File: config.mk
export PLATFORM = sky130hd
export DESIGN_NAME = i2c_master_arbiter
export DESIGN_NICKNAME = d
export VERILOG_FILES = /design/src/rtl/i2c_master_arbiter.sv
export SDC_FILE = /design/constraint.sdc
export NUM_CORES = 1
export LEC_CHECK = 0
export ABC_CLOCK_PERIOD_IN_PS = 2300
export BUFFER_PORTS_ARGS = -buffer_cell sky130_fd_sc_hd__buf_4
export CORE_MARGIN = 2
export CORE_UTILIZATION = 45
export DETAILED_ROUTE_END_ITERATION = 10
export PLACE_DENSITY = 0.79
export SLEW_MARGIN = 25
export SYNTH_ARGS = -nofsm -noshare
export SYNTH_HDL_FRONTEND = slang
export SYNTH_SLANG_ARGS = --single-unit
File: constraint.sdc
create_clock -name clk -period 2.3 [get_ports clk]
set_input_delay 0.23 -clock clk [delete_from_list [all_inputs] [get_ports clk]]
set_output_delay 0.23 -clock clk [all_outputs]
set_load 0.05 [all_outputs]
File: src/rtl/i2c_master_arbiter.sv
// i2c_master_arbiter
//   Round-robin arbiter that shares one i2c_master between NUM_REQ requesters.
//   A winner's chip/register address, data and write mode are latched onto the
//   m_* bus, a single-cycle we/re strobe is issued, and the master's busy flag
//   is tracked to completion. Read data, status and a timeout error are then
//   returned to the winner together with a one-cycle req_done pulse.
//
// Ports
//   clk, reset_n          clock, asynchronous active-low reset
//   req[NUM_REQ]          level request, held until the matching req_done
//   req_rnw               1 = read, 0 = write (per requester)
//   req_write_mode        forwarded to m_write_mode (per requester)
//   req_chip_addr         7 bits per requester, packed
//   req_reg_addr          AW bits per requester, packed
//   req_datai             DW bits per requester, packed
//   req_grant             one-hot owner of the master
//   req_done              one-cycle completion pulse to the owner
//   req_datao/status/err  results captured at completion
//   m_*                   connection to i2c_master
module i2c_master_arbiter #(
  parameter int NUM_REQ        = 4,
  parameter int NUM_ADDR_BYTES = 1,
  parameter int NUM_DATA_BYTES = 2,
  parameter int START_TIMEOUT  = 15,
  localparam int AW = 8 * NUM_ADDR_BYTES,
  localparam int DW = 8 * NUM_DATA_BYTES,
  localparam int LW = $clog2(NUM_REQ)
) (
  input  logic                  clk,
  input  logic                  reset_n,
  input  logic [NUM_REQ-1:0]    req,
  input  logic [NUM_REQ-1:0]    req_rnw,
  input  logic [NUM_REQ-1:0]    req_write_mode,
  input  logic [7*NUM_REQ-1:0]  req_chip_addr,
  input  logic [AW*NUM_REQ-1:0] req_reg_addr,
  input  logic [DW*NUM_REQ-1:0] req_datai,
  output logic [NUM_REQ-1:0]    req_grant,
  output logic [NUM_REQ-1:0]    req_done,
  output logic [DW-1:0]         req_datao,
  output logic [3:0]            req_status,
  output logic                  req_err,
  output logic [6:0]            m_chip_addr,
  output logic [AW-1:0]         m_reg_addr,
  output logic [DW-1:0]         m_datai,
  output logic                  m_write_mode,
  output logic                  m_we,
  output logic                  m_re,
  input  logic                  m_busy,
  input  logic [3:0]            m_status,
  input  logic [DW-1:0]         m_datao
);

  typedef enum logic [2:0] {IDLE, ISSUE, WAIT_START, WAIT_END, COMPLETE} state_t;

  state_t        state;
  logic [LW-1:0] last;
  logic [LW-1:0] cur_idx;
  logic          cur_rnw;
  logic [3:0]    to_cnt;

  // Round-robin search starting one past the last winner.
  logic          win_vld;
  logic [LW-1:0] win_idx;
  logic [LW-1:0] cand;

  always_comb begin
    win_vld = 1'b0;
    win_idx = '0;
    cand    = '0;
    for (int i = 1; i <= NUM_REQ; i++) begin
      cand = LW'((int'(last) + i) % NUM_REQ);
      if (!win_vld && req[cand]) begin
        win_vld = 1'b1;
        win_idx = cand;
      end
    end
  end

  always_ff @(posedge clk or negedge reset_n) begin
    if (!reset_n) begin
      state        <= IDLE;
      last         <= LW'(NUM_REQ - 1);
      cur_idx      <= '0;
      cur_rnw      <= 1'b0;
      to_cnt       <= '0;
      req_grant    <= '0;
      req_done     <= '0;
      req_datao    <= '0;
      req_status   <= '0;
      req_err      <= 1'b0;
      m_chip_addr  <= '0;
      m_reg_addr   <= '0;
      m_datai      <= '0;
      m_write_mode <= 1'b0;
      m_we         <= 1'b0;
      m_re         <= 1'b0;
    end else begin
      case (state)
        IDLE: begin
          if (win_vld) begin
            req_grant    <= NUM_REQ'(1) << win_idx;
            m_chip_addr  <= req_chip_addr[int'(win_idx)*7 +: 7];
            m_reg_addr   <= req_reg_addr[int'(win_idx)*AW +: AW];
            m_datai      <= req_datai[int'(win_idx)*DW +: DW];
            m_write_mode <= req_write_mode[win_idx];
            cur_rnw      <= req_rnw[win_idx];
            cur_idx      <= win_idx;
            last         <= win_idx;
            state        <= ISSUE;
          end
        end
        ISSUE: begin
          m_re   <= cur_rnw;
          m_we   <= !cur_rnw;
          to_cnt <= '0;
          state  <= WAIT_START;
        end
        WAIT_START: begin
          m_we <= 1'b0;
          m_re <= 1'b0;
          if (m_busy) begin
            state <= WAIT_END;
          end else if (to_cnt == 4'(START_TIMEOUT)) begin
            // Master never started: finish with the error flag set.
            if (cur_rnw) req_datao <= m_datao;
            req_status <= m_status;
            req_err    <= 1'b1;
            req_done   <= NUM_REQ'(1) << cur_idx;
            req_grant  <= '0;
            state      <= COMPLETE;
          end else if (!(m_we || m_re)) begin
            // The strobe cycle itself is not counted; the master cannot
            // have reacted yet.
            to_cnt <= to_cnt + 4'd1;
          end
        end
        WAIT_END: begin
          if (!m_busy) begin
            if (cur_rnw) req_datao <= m_datao;
            req_status <= m_status;
            req_err    <= 1'b0;
            req_done   <= NUM_REQ'(1) << cur_idx;
            req_grant  <= '0;
            state      <= COMPLETE;
          end
        end
        COMPLETE: begin
          // req_done is visible during this cycle; the following IDLE cycle
          // gives the requester time to drop or re-raise req.
          req_done <= '0;
          state    <= IDLE;
        end
        default: state <= IDLE;
      endcase
    end
  end

endmodule

# Word level (Yosys, flattened, before mapping)
# Cells that the tools add are included.
# word_totals
reg_bits	75
in_bits	159
output_inout_bits	63
elab_cells	116
# op_classes
n_addsub	5
multipliers	1
n_lt_le_gt_ge	5
n_eq_ne	12
shift	5
muxes	53
n_reduce_logical	19
# ops
cell	count
16-bit 2-to-1 mux	4
64-bit by 7-bit indexed part select with 16-bit output	1
4-bit 2-to-1 mux	13
16-bit case mux with 2 select lines	1
32-bit by 6-bit indexed part select with 8-bit output	1
28-bit by 6-bit indexed part select with 7-bit output	1
4-bit case mux with 3 select lines	2
4-bit case mux with 2 select lines	2
2-bit by 3-bit < comparator with 1-bit output, second input constant	5
1-bit 2-to-1 mux	13
1-bit binary-select mux with 2-bit select	6
3-bit 2-to-1 mux	4
2-bit != test, second input constant	6
3-bit case mux with 4 select lines	1
4-bit AND reduction	3
2-bit 2-to-1 mux	4
1-bit by 2-bit left shift with 4-bit output, first input constant	2
3-bit by 2-bit == test with 1-bit output, second input constant	2
1-bit case mux with 2 select lines	3
3-bit nonzero test	2
2-bit by 3-bit multiplier with 5-bit output, second input constant	1
5-bit AND reduction	1
2-bit by 1-bit adder with 2-bit output, second input constant	2
2-bit adder, second input constant	2
other kinds (12)	18

# Logic depth before layout (Yosys ltp)
# Gate-level depths: netlist of run 1.
# logic_depth
ltp_word	16
ltp_mapped	8
mapped_depth_nobuf	6

# Worst setup path before layout of run 1
# No wires, ideal clock.
# synth_timing
path_kind	flip-flop to flip-flop
startpoint	reg to_cnt[0]
endpoint	reg req_datao[10]
setup_time_ns	0.125
arrival_time_ns	1.750
required_ns	2.175
path_slack_ns	0.425
path_stages_with_launch	8
n_path_buf	2
period_less_slack_ns	1.875
cell_sequence	dfrtp_1 -> ha_1 -> a31oi_1 -> nor3b_1 -> and3b_1 -> buf_2 -> buf_4 -> mux2_2
# synth_between
elab_chain_cells	3
# synth_rtl
element	line_no	source
start, declared	59	logic [3:0] to_cnt;
start signal, assigned	134	to_cnt <= to_cnt + 4'd1;
4-bit == test	123	end else if (to_cnt == 4'(START_TIMEOUT)) begin
2-bit != test (no source line)	--	
4-bit AND reduction (no source line)	--	
end signal, assigned	125	if (cur_rnw) req_datao <= m_datao;
end signal, assigned	139	if (cur_rnw) req_datao <= m_datao;
end, declared	39	output logic [DW-1:0] req_datao,
# Every way passes these cells.
# A chain may end at the register's enable or synchronous reset.

# Worst setup path in the final report of run 1
# layout_timing
startpoint	reg to_cnt[1]
endpoint	reg req_datao[15]
# The elaborated chain is that of the path after synthesis.

==> results of run 1 <==
-- layout make-up --
class | instances | share of cell area (%)
flip-flops and latches | 75 | 32.0
multi-input cells | 284 | 31.8
repair buffers | 233 | 30.5
well taps | 108 | 2.30
clock buffers | 9 | 2.11
clock inverters | 6 | 1.11
inverters | 3 | 0.192
-- state kept, by name, summed over array words and instances (netlist names), 4 cells and up --
register / count
m_reg_addr: 8
req_grant: 4
req_status: 4
m_chip_addr: 7
m_datai: 16
req_done: 4
req_datao: 16
to_cnt: 4
-- stage by stage --
| step | total power [W] | cell area, sq um |
|---|---|---|
| global placement | 0.00776 | 5670 |
| global route | 0.00936 | 5870 |
| CTS | 0.00889 | 5870 |
| detailed placement | 0.00789 | 5670 |
| finish | 0.00888 | 5870 |
| floorplan | 0.00628 | 4000 |
-- per-layer routing --
layer	wire length, um	track usage [%]
met1	5250	35.0
met2	6580	45.0
met3	1310	6.73
met4	327	10.5
met5	0	0
-- cell usage after synthesis (4+ instances only) --
library cell   n
dfrtp_1       73
buf_4          6
buf_2         17
a221oi_2       9
a221oi_1      24
a22o_1        11
mux2_2        17
nand3_1       68
nor2_1        44
nand2_1       24
a21oi_1       11
buf_6          6
o21ai_0        4
a31oi_1       34
-- repair_timing --
action,in CTS,in global routing
hold buffers,1,0
endpoints found under the hold margin,41,0
setup endpoints to repair,0,0
-- tightest hold or removal path, cell delays in order --
cell     delay (ns)
buf_4          0.07
nand2_1        0.04
nand2_1        0.05
-- path summary, 6_finish.rpt --
path,from,end,slack (ns),cells past startpoint
hold / removal,m_status[1],req_status[1],0.07,3
min in group asynchronous,reset_n,to_cnt[3],0.42,2
max in group asynchronous,reset_n,req_datao[1],1.28,3
setup / recovery,to_cnt[1],req_datao[15],0.18,6
hold reg to reg,req_status[0],req_status[0],0.48,2
setup reg to reg,to_cnt[1],req_datao[15],0.18,6
-- kinds of logic (layout without fill, tap and decap cells) --
logic type,count (synthesis),in the layout,synth area share (%)
and+or+nand+nor,157,157,19.0
AOI/OAI and AO/OA,107,107,22.0
DFF,75,75,47.0
buffers and inverters,36,251,6.36
muxes,19,19,5.29
adders and majority gates,1,1,0.313
-- report_power, final --
part	switching, W	internal, W
clock	0.000504	0.000497
sequential	0.000470	0.00196
combinational	0.00359	0.00186
total	0.00456	0.00431
==> results.md, run 1 <==
- Status: finished, final reports clean
- Critical path class: reg -> reg
- First-pass DRT Iterations: 4
- Post-CTS Resized: 0
- Residual DRC count: 0
- Arr. time, crit path: 2.35 ns
- Leading area contributor after synthesis: dfrtp_1
- Register Area: 1880 sq um
- Clock skew: 0.0158 ns
- Most frequently used flop master after synthesis: dfrtp_1
- Post-synth top area share: 45.7%
- Clock sink count: 75
- Via count: 4232
- Initial Utilization: 46.0%
- Slowest stage delay, CP: 0.41 ns
- RSZ-0062 raised after global routing: false
- Final core occ: 67.6%
- Net Count, Synth: 555
- Ys Warns: 0
- DP Worst Slack: 0.217 ns
- Final worst slack: 0.178 ns
- Die span in x: 98.2 um
- H-tree lvl count: 3
- Leak pwr: 2.73 nW
- Total wire length: 13.5 mm
- # setup viols final: 0
- Tmin final: 2.12 ns
- Drt initial violations: 220
- Kind of cell adding the most delay to the critical path: simple AND/OR/NAND/NOR gates
- CTS max path bufs: 2
- WP buf/inv: 1
- Clk slew on worst S/H paths: 0.08 ns
- Post-DP HPWL: 9.82 mm
- CP Cell Sequence: ha_1, a31oi_1, nor3b_1, and3b_1, buf_4, mux2_2
- Placed Cells: 702
- Fraction of the cycle the final worst path needs: 92.3%
- Most common cell after layout, fill and taps aside: buf_4
- Max-slew violations: 0
- # IOs: 222
- CP Capture Type: register
- Port buffer count: 221
- Largest net degree at the start of global routing: 45
- Core box area: 8680 sq um
- Synth cell types: 51
- CP required: 2.52 ns
- GRT Total Usage: 27.3%
- EDFF count, synth: 0
- Pwr dens: 1510 nW/um^2
- Syn Area/Cell: 10.1 sq um
- Routed len/inst: 18.8 um
- Slew headroom: 33.6%
- Die area: 9650 sq um
- Area Growth Syn to Fin: 46.9%
- Cells after synthesis: 395
- Sequential-to-total area share from yosys stat: 47.0%
- Fin Setup TNS: 0 ns
- Worst-Skew Late Latency: 0.35 ns
- # fillers: 686
- CP startpoint kind: register
- DR vias/cell: 5.89
- Crit path max fanout: 16
- Post-route insts no fill: 718
- Final Hold Violating Endpoints: 0
- Cell area after synthesis: 4000 sq um
- Hold/Removal Path Class: in -> reg
- CTS tree: done
- Antenna-violating nets left: 0
- Max stage delay cell, worst path: nor3b_1
- Hold WS: 0.0739 ns
- Synth Register Bits: 75
- Overflow after GRT: 0
- Share of cells above drive strength 1: 47.7%
- Worst-Margin Slew: 0.996 ns
- Root Driver: clkbuf_8
- Peak VDD IR: 0.804 mV
- # rows: 34
- Most area-consuming cells after synthesis: dfrtp_1, nand3_1, a31oi_1
- Nets: 766
- Initial antenna violation count: 0
- Fmax: 0.471 GHz
- Footprint of the multi-input gates: 1860 sq um
- GPL Wtd Cong: 0.861
- Asr flop ratio synth: 100%
- Antenna diodes: 0
- First-pass GRT wire length: 21.0 mm
- Die Y: 98.2 um
- MaxCap Viol Count: 0
- Most frequent cells in the layout: buf_4, dfrtp_1, nand3_1, nor2_1, a31oi_1
- Inserted Clock Buffers: 9
- Vias in the first global route: 4194
- Setup Fix Bufs, Post-CTS: 0
(Power assumes the default switching activity.)
==> inputs of run 2 (changes only) <==
--- a/config.mk
+++ b/config.mk
@@ -5,12 +5,13 @@
 export SDC_FILE = /design/constraint.sdc
 export NUM_CORES = 1
 export LEC_CHECK = 0
+export ABC_AREA = 1
 export ABC_CLOCK_PERIOD_IN_PS = 2300
 export BUFFER_PORTS_ARGS = -buffer_cell sky130_fd_sc_hd__buf_4
 export CORE_MARGIN = 2
-export CORE_UTILIZATION = 45
+export CORE_UTILIZATION = 48
 export DETAILED_ROUTE_END_ITERATION = 10
-export PLACE_DENSITY = 0.79
+export PLACE_DENSITY = 0.8
 export SLEW_MARGIN = 25
 export SYNTH_ARGS = -nofsm -noshare
 export SYNTH_HDL_FRONTEND = slang
==> run 2 against run 1 <==
Compared with the run above:
- non-clock buffer count is 23 higher
- setup slack worse by 0.10 ns
- largest cell class is now multi-input gates
- utilization is 5.2 points higher
- first-iteration DRC count is 99% higher
- clock-buffer cell count stayed put
- sequential cell count stayed put
- design area is 21% higher
==> results.md, run 2 <==
- Hold Crit Start: m_status[1] (unchanged)
- Fraction of the cycle the final worst path needs: 96.6% (was 92.3%)
- Most frequently used flop master after synthesis: dfrtp_1 (unchanged)
- Core box area: 9730 sq um (was 8680 sq um)
- Antenna-violating nets left: 0 (unchanged)
- Inserted Clock Buffers: 9 (unchanged)
- Fmax: 0.450 GHz (was 0.471 GHz)
- Worst-Skew Late Latency: 0.36 ns (was 0.35 ns)
- Initial antenna violation count: 0 (unchanged)
- Tmin final: 2.22 ns (was 2.12 ns)
- Ys Warns: 0 (unchanged)
- GPL Wtd Cong: 1.00 (was 0.861)
- Critical path class: reg -> reg (unchanged)
- FF-to-FF End: m_datai[6] (was req_datao[15])
- Routed len/inst: 16.9 um (was 18.8 um)
- Initial Utilization: 49.3% (was 46.0%)
- Arr. time, crit path: 2.52 ns (was 2.35 ns)
- First-pass DRT Iterations: 5 (was 4)
- Final core occ: 72.8% (was 67.6%)
- Synth Area in XOR/XNOR: 0.182% (was 0%)
- R2R Path Start: last[0] (was to_cnt[1])
- Synth Area in Adders: 0.261% (was 0.313%)
- Nets: 1068 (was 766)
- CP startpoint kind: register (unchanged)
- Net Count, Synth: 845 (was 555)
- DP Area: 6540 sq um (was 5670 sq um)
- Synth cell types: 31 (was 51)
- Share of cells above drive strength 1: 34.9% (was 47.7%)
- Depth of the worst hold-timing path: 3 (unchanged)
- DP Worst Slack: -0.00579 ns (was 0.217 ns)
- CP Cell Sequence: buf_12, inv_6, nand2_2, nand2_1, nand2_1, nand2_1, nand2_4, nand2_2, nand2_4, buf_4, buf_12, nand4_1, nand2_1, nand2_1, nand2_1, nand2_1, nand2_1 (was ha_1, a31oi_1, nor3b_1, and3b_1, buf_4, mux2_2)
- Post-synth top area share: 38.1% (was 45.7%)
- Largest family of logic cells by synthesized area: simple AND/OR/NAND/NOR gates (was compound AO/OA/AOI/OAI gates)
- Total wire length: 17.7 mm (was 13.5 mm)
- # fillers: 806 (was 686)
- First-pass GRT wire length: 26.2 mm (was 21.0 mm)
- Max stage delay cell, worst path: dfstp_2 (was nor3b_1)
- Crit path max fanout: 33 (was 16)
- CP Capture Type: register (unchanged)
- MaxCap Viol Count: 0 (unchanged)
- Largest net degree at the start of global routing: 76 (was 45)
- H-tree lvl count: 3 (unchanged)
- Most frequent cells in the layout: nand2_1, buf_4, dfrtp_1, nand4_1, mux2_2 (was buf_4, dfrtp_1, nand3_1, nor2_1, a31oi_1)
- Clock skew: 0.0149 ns (was 0.0158 ns)
- Slowest stage delay, CP: 0.58 ns (was 0.41 ns)
- Cells after synthesis: 685 (was 395)
- Most area-consuming cells after synthesis: dfrtp_1, nand2_1, nand4_1 (was dfrtp_1, nand3_1, a31oi_1)
- Status: finished, final reports clean (unchanged)
- Simple-gate share of the synthesized area: 45.8% (was 19.0%)
- Hold Crit Endpoint: req_status[1] (unchanged)
- Die Y: 104 um (was 98.2 um)
- Cell repeated most along the worst path: nand2_1
- Syn Area/Cell: 7.01 sq um (was 10.1 sq um)
- Most frequent cells after synthesis: nand2_1, dfrtp_1, nand4_1 (was dfrtp_1, nand3_1, nor2_1)
- CP required: 2.60 ns (was 2.52 ns)
- # IOs: 222 (unchanged)
- # setup viols final: 0 (unchanged)
- Slew headroom: 55.0% (was 33.6%)
- Worst R2R Path Depth: 17 (was 6)
- Worst-Margin Slew: 0.675 ns (was 0.996 ns)
- Asr flop ratio synth: 100% (unchanged)
- WP buf/inv: 4 (was 1)
- Area Growth Syn to Fin: 47.6% (was 46.9%)
- Final worst slack: 0.0779 ns (was 0.178 ns)
- Synth Area in Compound Gates: 2.87% (was 22.0%)
- CTS max path bufs: 2 (unchanged)
- Final Hold Violating Endpoints: 0 (unchanged)
- Clk slew on worst S/H paths: 0.09 ns (was 0.08 ns)
- Kind of cell adding the most delay to the critical path: simple AND/OR/NAND/NOR gates (unchanged)
- Die area: 10800 sq um (was 9650 sq um)
- R2r setup slk: 0.08 ns (was 0.18 ns)
- Root Driver: clkbuf_8 (unchanged)
- CTS tree: done (unchanged)
- Cell area after synthesis: 4800 sq um (was 4000 sq um)
- GRT Total Usage: 30.1% (was 27.3%)
- Overflow after GRT: 0 (unchanged)
- Most frequent cell after synthesis: nand2_1 (was dfrtp_1)
- Most common cell after layout, fill and taps aside: nand2_1 (was buf_4)
- # rows: 36 (was 34)
- Hold/Removal Path Class: in -> reg (unchanged)
- Drt initial violations: 438 (was 220)
- Max-slew violations: 0 (unchanged)
- Sequential-to-total area share from yosys stat: 39.2% (was 47.0%)
- Vias in the first global route: 5218 (was 4194)
- Mux cell area share after synthesis: 3.99% (was 5.29%)
- Residual DRC count: 0 (unchanged)
- Largest registers: m_datai: 16 flops, req_datao: 16 flops, m_reg_addr: 8 flops (unchanged)
- Synth Register Bits: 75 (unchanged)
- Antenna diodes: 0 (unchanged)
- Die span in x: 104 um (was 98.2 um)
- Via count: 5687 (was 4232)
- Post-route cell area: 7080 sq um (was 5870 sq um)
- Port buffer count: 221 (unchanged)
- EDFF count, synth: 0 (unchanged)
- DR vias/cell: 5.44 (was 5.89)
- Clock sink count: 75 (unchanged)
- Post-DP HPWL: 12.0 mm (was 9.82 mm)
- Leading area contributor after synthesis: dfrtp_1 (unchanged)
run 2: cell count changes after synthesis, sizes merged, moves of 6 or more:
cell / before / now
inv: 2 / 19
a31oi: 34 / 0
a22o: 11 / 1
buf: 30 / 37
nand2: 24 / 403
nand3: 68 / 17
clkbuf: 2 / 8
nor2: 45 / 14
a221oi: 33 / 0
nand4: 0 / 69
run 2: through the flow:
step	TNS [ns]	hold WS, ns	std cells
3_3_place_gp	0	0.425	1010
3_5_place_dp	-0.00654	0.433	1010
2_1_floorplan	0	-0.0656	685
6_report	0	0.0645	1046
5_1_grt	-0.552	0.0582	1046
4_1_cts	0	0.0430	1026
run 2: what timing repair did:
item	4_1_cts	5_1_grt
buffers inserted	0	11
setup endpoints to repair	6	37
hold endpoints to repair	0	73
resized for setup	1	12
gates cloned	0	8
hold buffers	0	1
pin swaps	0	3
run 2: kinds of logic (layout without fill, tap and decap cells):
logic type / Yosys count / count (layout)
AND/OR/NAND/NOR: 505 / 506
flip-flops: 75 / 75
multiplexers: 17 / 17
buffers and inverters: 65 / 292
adder cells (fa/ha/maj): 1 / 1
AO/OA/AOI/OAI: 21 / 21
XOR/XNOR: 1 / 1
run 2: area by class of cell:
| cell class | instances | area, sq um | share of cell area, % |
|---|---|---|---|
| Clock inverter | 7 | 75.1 | 1.06 |
| Multi-Input combinational cell | 546 | 2610 | 36.8 |
| Sequential cell | 75 | 1880 | 26.5 |
| Tap cell | 133 | 166 | 2.35 |
| Timing Repair Buffer | 256 | 2150 | 30.4 |
| Clock buffer | 9 | 124 | 1.75 |
| Inverter | 20 | 82.6 | 1.17 |
run 2: how the worst max path moves through the flow:
stage / endpoint / from / depth (start not counted) / slack, ns
final: m_datai[6] / last[0] / 17 / 0.08
after global routing: m_chip_addr[6] / last[0] / 17 / -0.04
after CTS: m_chip_addr[1] / last[0] / 15 / 0.06
after detailed placement: m_datai[9] / last[0] / 16 / -0.006
after global placement: m_datai[4] / last[0] / 16 / 0.09
after floorplan: m_chip_addr[0] / last[1] / 18 / 0.37
run 2: worst min-delay path, stage by stage:
cell and delay [ns]:
buf_4 0.08, nand2_1 0.05, nand2_1 0.05
run 2: layer usage:
layer	track usage [%]	part of all wire [%]	wire [um]	up-vias
met5	0	0	0	-
met4	8.98	3.0	535	0
met3	6.89	8.8	1560	45
met2	51.5	48	8580	343
met1	38.1	40	7060	2638
li1	-	-	-	2661
Power of run 2 is left out: the tool's default activity adds up to more than one toggle a clock period on the data nets, which glitch-free logic cannot reach.
==> inputs of run 3 (changes only) <==
--- a/config.mk
+++ b/config.mk
@@ -5,13 +5,13 @@
 export SDC_FILE = /design/constraint.sdc
 export NUM_CORES = 1
 export LEC_CHECK = 0
-export ABC_AREA = 1
-export ABC_CLOCK_PERIOD_IN_PS = 2300
+export ABC_AREA = 0
+export ABC_CLOCK_PERIOD_IN_PS = 2100
 export BUFFER_PORTS_ARGS = -buffer_cell sky130_fd_sc_hd__buf_4
 export CORE_MARGIN = 2
-export CORE_UTILIZATION = 48
+export CORE_UTILIZATION = 45
 export DETAILED_ROUTE_END_ITERATION = 10
-export PLACE_DENSITY = 0.8
+export PLACE_DENSITY = 0.79
 export SLEW_MARGIN = 25
 export SYNTH_ARGS = -nofsm -noshare
 export SYNTH_HDL_FRONTEND = slang
==> constraint.sdc (replaced) <==
create_clock -name clk -period 2.1 [get_ports clk]
set_input_delay 0.21 -clock clk [delete_from_list [all_inputs] [get_ports clk]]
set_output_delay 0.21 -clock clk [all_outputs]
set_load 0.05 [all_outputs]
==> run 3 against run 2 <==
Compared with the run above:
- final cell count shrank 30%
- non-clock buffer count shrank 14
- setup slack gained 0.050 ns
- wire length shrank 24%
- via count shrank 26%
- utilization shrank 4.6 points
- clock skew shrank 0.0029 ns
- critical path depth shrank 11
- critical path type unchanged
- critical endpoint is now to_cnt[3]
==> results.md, run 3 (same netlist as run 1, synthesis figures left out) <==
- Status: finished, final reports clean (unchanged)
- Largest registers: m_datai: 16 flops, req_datao: 16 flops, m_reg_addr: 8 flops (unchanged)
- Max stage delay cell, worst path: dfrtp_1 (was dfstp_2)
- Worst R2R Path Depth: 6 (was 17)
- DR vias/cell: 5.82 (was 5.44)
- H-tree lvl count: 3 (unchanged)
- Fmax: 0.507 GHz (was 0.450 GHz)
- R2r setup slk: 0.13 ns (was 0.08 ns)
- CP endpoint: to_cnt[3] (was m_datai[6])
- Antenna diodes: 0 (unchanged)
- Core box area: 8680 sq um (was 9730 sq um)
- Port buffer count: 221 (unchanged)
- Arr. time, crit path: 2.24 ns (was 2.52 ns)
- Critical path class: reg -> reg (unchanged)
- Die span in x: 98.2 um (was 104 um)
- First-pass DRT Iterations: 5 (unchanged)
- GPL Wtd Cong: 0.999 (was 1.00)
- RSZ-0062 raised after global routing: false
- Share of cells above drive strength 1: 48.5% (was 34.9%)
- Max-slew violations: 0 (unchanged)
- MaxCap Viol Count: 0 (unchanged)
- Kind of cell adding the most delay to the critical path: simple AND/OR/NAND/NOR gates (unchanged)
- Area Growth Syn to Fin: 48.2% (was 47.6%)
- Crit path max fanout: 5 (was 33)
- First-pass GRT wire length: 21.0 mm (was 26.2 mm)
- Die Y: 98.2 um (was 104 um)
- Root Driver: clkbuf_8 (unchanged)
- CP startpoint: to_cnt[0] (was last[0])
- Clock sink count: 75 (unchanged)
- CTS tree: done (unchanged)
- Residual DRC count: 0 (unchanged)
- Clock skew: 0.0120 ns (was 0.0149 ns)
- Slowest stage delay, CP: 0.41 ns (was 0.58 ns)
- # rows: 34 (was 36)
- CP Capture Type: register (unchanged)
- Total wire length: 13.5 mm (was 17.7 mm)
- WP buf/inv: 0 (was 4)
- CP Cell Sequence: ha_1, a31o_2, nor4b_4, nor2_1, or3_1, a21oi_1 (was buf_12, inv_6, nand2_2, nand2_1, nand2_1, nand2_1, nand2_4, nand2_2, nand2_4, buf_4, buf_12, nand4_1, nand2_1, nand2_1, nand2_1, nand2_1, nand2_1)
- Inserted Clock Buffers: 9 (unchanged)
- Fin Setup TNS: 0 ns (unchanged)
- GRT Total Usage: 27.4% (was 30.1%)
- CP startpoint kind: register (unchanged)
- Hold Crit Start: m_status[1] (unchanged)
- Initial Utilization: 46.0% (was 49.3%)
- Antenna-violating nets left: 0 (unchanged)
- Worst-Margin Slew: 0.641 ns (was 0.675 ns)
- Worst-Skew Late Latency: 0.34 ns (was 0.36 ns)
- Largest net degree at the start of global routing: 38 (was 76)
- Initial antenna violation count: 0 (unchanged)
- Final Hold Violating Endpoints: 0 (unchanged)
- Tmin final: 1.97 ns (was 2.22 ns)
- Slew headroom: 57.1% (was 55.0%)
- DP Area: 5720 sq um (was 6540 sq um)
- CP required: 2.37 ns (was 2.60 ns)
- R2R Path Start: to_cnt[0] (was last[0])
- # IOs: 222 (unchanged)
- Nets: 775 (was 1068)
- Vias in the first global route: 4285 (was 5218)
- Setup Fix Bufs, Post-CTS: 0 (unchanged)
- # setup viols final: 0 (unchanged)
- Pwr dens: 1640 nW/um^2
- Most common cell after layout, fill and taps aside: buf_4 (was nand2_1)
- Overflow after GRT: 0 (unchanged)
- Hold/Removal Path Class: in -> reg (unchanged)
- Peak VDD IR: 0.768 mV
- Post-route cell area: 5920 sq um (was 7080 sq um)
- CTS max path bufs: 2 (unchanged)
- Drt initial violations: 146 (was 438)
- Via count: 4233 (was 5687)
- Most frequent cells in the layout: buf_4, dfrtp_1, nand3_1, nor2_1, a31oi_1 (was nand2_1, buf_4, dfrtp_1, nand4_1, mux2_2)
- FF-to-FF End: to_cnt[3] (was m_datai[6])
- Leak pwr: 2.77 nW
- Post-DP HPWL: 10.1 mm (was 12.0 mm)
- Clk slew on worst S/H paths: 0.08 ns (was 0.09 ns)
- Crit. path cell count: 6 (was 17)
- Fraction of the cycle the final worst path needs: 93.9% (was 96.6%)
- Routed len/inst: 18.6 um (was 16.9 um)
- Die area: 9650 sq um (was 10800 sq um)
run 3: changes by cell type in the layout (fill, tap and decap cells not counted), sizes merged, moves of 31 or more:
cell    previous run  this run
nand2            403        24
a31oi              0        34
a221oi             0        33
nand3             18        68
nor2              14        45
nand4             69         0
run 3: per-stage QoR:
step	instances	setup slack, ns	util (%)	hold slack [ns]	total power (W)
floorplan	395	0.225	-	-0.0856	0.00688
global placement	711	0.156	66.0	0.201	0.00859
detailed placement	711	0.0352	66.0	0.200	0.00871
CTS	727	0.0300	68.1	0.0418	0.00975
global route	727	0.0186	68.2	0.0493	0.0103
finish	727	0.128	68.2	0.0579	0.00972
run 3: metal layers:
metal / GRT usage, % / part of all wire, % / vias to the layer above / wire (um)
met1: 33.0 / 38 / 1990 / 5150
met2: 46.6 / 49 / 263 / 6570
li1: - / - / 1944 / -
met5: 0 / 0 / - / 0
met3: 6.80 / 10 / 36 / 1360
met4: 12.2 / 3.0 / 0 / 403
run 3: worst register-to-register path, delay by kind of cell, from the launching register on:
family                   cells  cell delay, ns
flip-flops                   1            0.41
AND/OR/NAND/NOR              3            0.84
AO/OA/AOI/OAI                2            0.40
adder cells (fa/ha/maj)      1            0.26
run 3: worst min path at each step:
stage	slack, ns	end	depth (start not counted)
3_5_place_dp	0.20	req_datao[1]	1
2_1_floorplan	-0.09	cur_idx[0]	0
5_1_grt	0.05	req_status[1]	3
4_1_cts	0.04	req_status[1]	3
6_report	0.06	req_status[1]	3
3_3_place_gp	0.20	req_datao[0]	1
run 3: timing repair:
item,CTS,global route
setup endpoints to repair,0,15
endpoints found under the hold margin,32,0
gates resized for setup,0,1
hold buffers,1,0
run 3: final cells by class:
class                           instances  area, sq um
Timing Repair Buffer                  242         1840
Clock inverter                          4         26.3
Sequential cell                        75         1880
Inverter                                3         11.3
Multi-Input combinational cell        284         1870
Tap cell                              108          135
Clock buffer                           11          151
Fill cell                             699         2760
run 3: power breakdown:
part | total [W] | internal, W | leakage (nW) | switching [W]
sequential | 0.00267 | 0.00214 | 0.893 | 0.000523
clock | 0.00101 | 0.000485 | 0.0912 | 0.000523
combinational | 0.00605 | 0.00209 | 1.78 | 0.00396
